**src/rtl/rggen_apb_responder.sv**
```systemverilog
// ============================================================================
// rggen_apb_responder : APB4 completer that issues in-window transfers as rggen bus requests
// Revision 1.0 : initial release
// ============================================================================
`default_nettype none

module rggen_apb_responder #(
  parameter int                       ADDRESS_WIDTH = 16,
  parameter int                       BUS_WIDTH     = 32,
  parameter logic [ADDRESS_WIDTH-1:0] BASE_ADDRESS  = '0,
  parameter int                       BYTE_SIZE     = 256
) (
  input  logic                       i_clk,
  input  logic                       i_rst_n,
  // APB4 completer side
  input  logic                       i_psel,
  input  logic                       i_penable,
  input  logic [ADDRESS_WIDTH-1:0]   i_paddr,
  input  logic [2:0]                 i_pprot,
  input  logic                       i_pwrite,
  input  logic [BUS_WIDTH/8-1:0]     i_pstrb,
  input  logic [BUS_WIDTH-1:0]       i_pwdata,
  output logic                       o_pready,
  output logic [BUS_WIDTH-1:0]       o_prdata,
  output logic                       o_pslverr,
  // rggen bus master side
  output logic                       o_bus_valid,
  output logic [ADDRESS_WIDTH-1:0]   o_bus_address,
  output logic                       o_bus_write,
  output logic [BUS_WIDTH-1:0]       o_bus_write_data,
  output logic [BUS_WIDTH/8-1:0]     o_bus_strobe,
  input  logic                       i_bus_ready,
  input  logic [1:0]                 i_bus_status,
  input  logic [BUS_WIDTH-1:0]       i_bus_read_data
);

  localparam logic [1:0] c_idle    = 2'd0;
  localparam logic [1:0] c_access  = 2'd1;
  localparam logic [1:0] c_respond = 2'd2;

  localparam int c_lsb = $clog2(BUS_WIDTH / 8);

  // One extra bit so the window end never wraps around the address space.
  localparam logic [ADDRESS_WIDTH:0] c_window_lo   = {1'b0, BASE_ADDRESS};
  localparam logic [ADDRESS_WIDTH:0] c_window_size = (ADDRESS_WIDTH + 1)'(BYTE_SIZE);
  localparam logic [ADDRESS_WIDTH:0] c_window_hi   = c_window_lo + c_window_size;

  logic [1:0]               state_q, state_d;
  logic [ADDRESS_WIDTH-1:0] addr_q, addr_d;
  logic                     write_q, write_d;
  logic [BUS_WIDTH-1:0]     wdata_q, wdata_d;
  logic [BUS_WIDTH/8-1:0]   strb_q, strb_d;
  logic                     err_q, err_d;
  logic [BUS_WIDTH-1:0]     rdata_q, rdata_d;

  logic w_hit;
  logic w_unused_inputs;

  assign w_hit = ({1'b0, i_paddr} >= c_window_lo) &&
                 ({1'b0, i_paddr} <  c_window_hi) &&
                 (i_paddr[c_lsb-1:0] == '0);

  assign w_unused_inputs = ^{i_penable, i_pprot, i_bus_status[0]};

  always_ff @(posedge i_clk or negedge i_rst_n) begin
    if (!i_rst_n) begin
      state_q <= c_idle;
    end else begin
      state_q <= state_d;
    end
  end

  always_comb begin
    state_d = state_q;
    case (state_q)
      c_idle:    if (i_psel) state_d = w_hit ? c_access : c_respond;
      c_access:  if (i_bus_ready) state_d = c_respond;
      c_respond: state_d = c_idle;
      default:   state_d = c_idle;
    endcase
  end

  always_comb begin
    o_bus_valid      = 1'b0;
    o_bus_address    = '0;
    o_bus_write      = 1'b0;
    o_bus_write_data = '0;
    o_bus_strobe     = '0;
    o_pready         = 1'b0;
    o_pslverr        = 1'b0;
    o_prdata         = '0;
    case (state_q)
      c_access: begin
        o_bus_valid      = 1'b1;
        o_bus_address    = addr_q;
        o_bus_write      = write_q;
        o_bus_write_data = wdata_q;
        o_bus_strobe     = write_q ? strb_q : '0;
      end
      c_respond: begin
        o_pready  = 1'b1;
        o_pslverr = err_q;
        o_prdata  = rdata_q;
      end
      default: ;
    endcase
  end

  // Request capture in IDLE, response capture when the bus completes.
  always_comb begin
    addr_d  = addr_q;
    write_d = write_q;
    wdata_d = wdata_q;
    strb_d  = strb_q;
    err_d   = err_q;
    rdata_d = rdata_q;
    case (state_q)
      c_idle: begin
        if (i_psel) begin
          addr_d  = i_paddr;
          write_d = i_pwrite;
          wdata_d = i_pwdata;
          strb_d  = i_pstrb;
          err_d   = !w_hit;
          rdata_d = '0;
        end
      end
      c_access: begin
        if (i_bus_ready) begin
          err_d   = i_bus_status[1];
          rdata_d = (!write_q && !i_bus_status[1]) ? i_bus_read_data : '0;
        end
      end
      default: ;
    endcase
  end

  always_ff @(posedge i_clk or negedge i_rst_n) begin
    if (!i_rst_n) begin
      addr_q  <= '0;
      write_q <= 1'b0;
      wdata_q <= '0;
      strb_q  <= '0;
      err_q   <= 1'b0;
      rdata_q <= '0;
    end else begin
      addr_q  <= addr_d;
      write_q <= write_d;
      wdata_q <= wdata_d;
      strb_q  <= strb_d;
      err_q   <= err_d;
      rdata_q <= rdata_d;
    end
  end

endmodule

`default_nettype wire

```
**config.mk**
```make
export PLATFORM = sky130hd
export DESIGN_NAME = rggen_apb_responder
export DESIGN_NICKNAME = d
export VERILOG_FILES = /design/src/rtl/rggen_apb_responder.sv
export SDC_FILE = /design/constraint.sdc
export NUM_CORES = 1
export LEC_CHECK = 0
export BUFFER_PORTS_ARGS = -buffer_cell sky130_fd_sc_hd__buf_2
export CORE_MARGIN = 5
export CORE_UTILIZATION = 30
export CTS_CLUSTER_DIAMETER = 60
export CTS_CLUSTER_SIZE = 14
export DETAILED_ROUTE_END_ITERATION = 6
export PLACE_DENSITY_LB_ADDON = 0.12
export SLEW_MARGIN = 5
export SYNTH_ARGS = -nofsm -noshare
export SYNTH_HDL_FRONTEND = slang
export SYNTH_SLANG_ARGS = --single-unit
```
**constraint.sdc**
```tcl
create_clock -name i_clk -period 1.5 [get_ports i_clk]
set_input_delay 0.225 -clock i_clk [delete_from_list [all_inputs] [get_ports i_clk]]
set_output_delay 0.225 -clock i_clk [all_outputs]
set_load 0.1 [all_outputs]
```
==> impl_results.md <==
- Status: finished, violations left
- Failing checks: negative setup slack
- Initial antenna violation count: 0
- Num rows: 41
- Post-synthesis sequential area ratio: 57.3%
- Drt drc: 0
- Core area: 0.0126 sq mm
- H-tree depth: 3
- IO Pins: 183
- R2R Path End: rdata_q[23]$_DFFE_PN0P_
- Tcrit/Tclk final: 116%
- Post-DR vias/cell: 4.51
- Post-synth EDFFs: 0
- CP arrival: 1.52 ns
- Die Span X: 123 um
- Slew @ Worst Pin: 0.478 ns
- 1st-iter DRT viols: 77
- Syn nets: 392
- First-pass GRT wire length: 17,300 um
- Setup TNS: -27.93 ns
- Setup-failing EPs final: 164
- Max clock buf depth: 2
- Placer Congestion: 0.720
- Vias in the first global route: 3,231
- Fmax: 573 MHz
- CTS tree: built
- Top Layer Used: met4
- Power per cell area: 793 mW/mm^2
- Fin. Hold Viols: 0
- Sw Pwr: 1380 uW
- DIE AREA: 0.0152 sq mm
- Sequential Area: 0.00220 sq mm
- CP Launch Type: flip-flop
- CTS sink cnt: 88
- RSZ-0062 raised after global routing: true
- Total CTS buffers: 9
- Metal2 WL: 6080 um
- Max VDD drop: 0.526 mV
- Pre-CTS setup slack: -0.118 ns
- Metal1 wirelength: 5170 um
- Final hold slack: 0.0954 ns
- Clock root buffer: clkbuf_16
- Antenna viol nets, final: 0
- Grt ovf: 0
- Register bit total from synthesis: 88
- Hold Path Cell Cnt: 2
- Power Internal: 4570 uW
- Area Overhead vs Synth: 95.3%
- Starting Density: 30.6%
- Critical R2R Launch: state_q[0]$_DFFE_PN0P_
- Gr usage total: 15.2%
- Mean Syn Cell Area: 12.9 sq um
- Final worst slack: -0.244 ns
- Worst-path maximum fanout: 8
- Setup CP Type: reg -> out
- Number of library cell types mapped by synthesis: 23
- Hold_sp: i_bus_read_data[16]
- Synth Instances: 297
- Internal reg-to-reg setup slack: -0.19 ns
- Cell Area, Synth: 0.00384 sq mm
- Min cycle time layout: 1.74 ns
- Clock latency on the worst-skew pair: 0.34 ns
- Max-slew violation count: 0
- DP HPWL: 7870 um
- Worst Path Required: 1.27 ns
- Layout cells sized above 1: 74.3%
- Switching fraction of total power: 23.2%
- Power share of the combinational group: 14.3%
- Multi-input gate area: 0.00188 sq mm
- Hold Crit Endpoint: rdata_q[16]$_DFFE_PN0P_
- Placed cell count: 640
- Relative slew margins: 68.1%
- Nets: 600
- Register share of total power: 45.8%
- Clock Power Share: 39.9%
- Routed vias: 3,078
- Hold Path Class: in -> reg
- Crit. End Element: primary output
- Clock Skews: 0.00509 ns
- Die Height: 123 um
- Largest net degree at the start of global routing: 89
- Total wire length: 12,400 um
- Leakage: 0.00347 uW
- Ys flop type: dfrtp_1
- Wire per inst: 18.1 um
- Final cell count without fillers: 683
- Clk slew on worst S/H paths: 0.06 ns
- DR pass1 iterations: 4
- Buffers added on ports: 177
- Reg2Reg Depth: 6
- Max-cap violations: 0
- Asr flop ratio synth: 100%
- Yosys warnings: 0
- Met3 routed WL: 906 um
- Fillers: 1,039
[worst max path at each step]
stage / endpoint / depth (start not counted) / start
after floorplan: o_prdata[18] / 3 / state_q[1]$_DFFE_PN0P_
after global placement: addr_q[12]$_DFFE_PN0P_ / 3 / state_q[0]$_DFFE_PN0P_
after detailed placement: addr_q[8]$_DFFE_PN0P_ / 3 / state_q[0]$_DFFE_PN0P_
after CTS: o_prdata[24] / 5 / state_q[0]$_DFFE_PN0P_
after global routing: o_bus_address[14] / 5 / state_q[1]$_DFFE_PN0P_
final: o_prdata[26] / 5 / state_q[0]$_DFFE_PN0P_
[registers in the layout, summed over array words and instances (netlist names)]
name and flops:
strb_q 4, wdata_q 32, err_q 1, write_q 1, addr_q 16, state_q 2, rdata_q 32
[stage by stage]
step / power (uW) / instance area (sq um) / utilization, %
after global placement: 3360 / 6570 / 52.3
after CTS: 5880 / 7110 / 56.6
after global routing: 6220 / 7510 / 59.7
final: 5950 / 7510 / 59.7
after detailed placement: 3390 / 6570 / 52.3
after floorplan: 3080 / 4090 / -
[layer usage]
layer | up-vias | track usage [%]
li1 | 1454 | -
met1 | 1513 | 18.2
met2 | 97 | 24.6
met3 | 14 | 5.58
met4 | 0 | 6.16
met5 | - | 0
[cell families (layout without fill, tap and decap cells)]
logic type / after synthesis / in the layout / share of synthesized area (%)
compound gates: 36 / 36 / 8.14
mux: 54 / 54 / 15.8
other cells: 0 / 1 / 0
simple gates: 98 / 98 / 16.4
flops: 88 / 88 / 57.3
buf+inv: 21 / 234 / 2.41
[cells in the mapped netlist, drive strengths merged (2+ instances only)]
library cell	instances	area share [%]
dfrtp	88	57
and2	82	13
mux2	53	16
a22o	32	7.3
buf	11	1.4
clkbuf	9	0.88
and3	4	0.65
nand2b	2	0.33
nor2	2	0.26
nor4	2	0.33
nor4b	2	0.85
or2	2	0.33
[area by class of cell]
class | count | share of cell area (%)
multi-input cells | 188 | 25.0
clock inverters | 6 | 1.12
repair buffers | 216 | 38.2
inverters | 1 | 0.217
clock buffers | 10 | 3.05
flip-flops and latches | 88 | 29.3
well taps | 172 | 2.87
repair inverters | 1 | 0.100
diodes | 1 | 0.0333
[cell usage in the layout (no fill, tap or decap), types with 2 or more instances in the layout]
cell	n
and3_4	4
nand2b_4	2
buf_6	8
buf_2	88
buf_16	2
bufinv_16	2
buf_4	7
mux2_2	34
a22o_1	32
buf_8	5
clkinv_2	3
buf_12	96
clkbuf_16	18
nor4_1	2
or2_4	2
dfrtp_1	87
and2_4	82
mux2_4	18
[critical path, stage by stage, from the launching register on]
cell and delay [ns]:
dfrtp_2 0.44, nor2b_4 0.14, buf_6 0.13, clkbuf_16 0.15, and2_4 0.15, buf_12 0.16
[power groups by stage]
| stage | clock network, uW | logic (uW) | registers, uW |
|---|---|---|---|
| 2_1_floorplan | 0 | 351 | 2730 |
| 6_report | 2380 | 851 | 2730 |
| 3_5_place_dp | 0 | 628 | 2760 |
| 4_1_cts | 2470 | 690 | 2720 |
| 5_1_grt | 2550 | 917 | 2750 |
| 3_3_place_gp | 0 | 611 | 2750 |
[repair_timing]
item / 4_1_cts / 5_1_grt
cloned: 3 / 11
setup buffers: 9 / 2
pin swaps: 35 / 43
setup endpoints to repair: 125 / 163
hold buffers: 1 / 0
gates resized for setup: 33 / 33
hold endpoints to repair: 88 / 0
(Power assumes the default switching activity.)
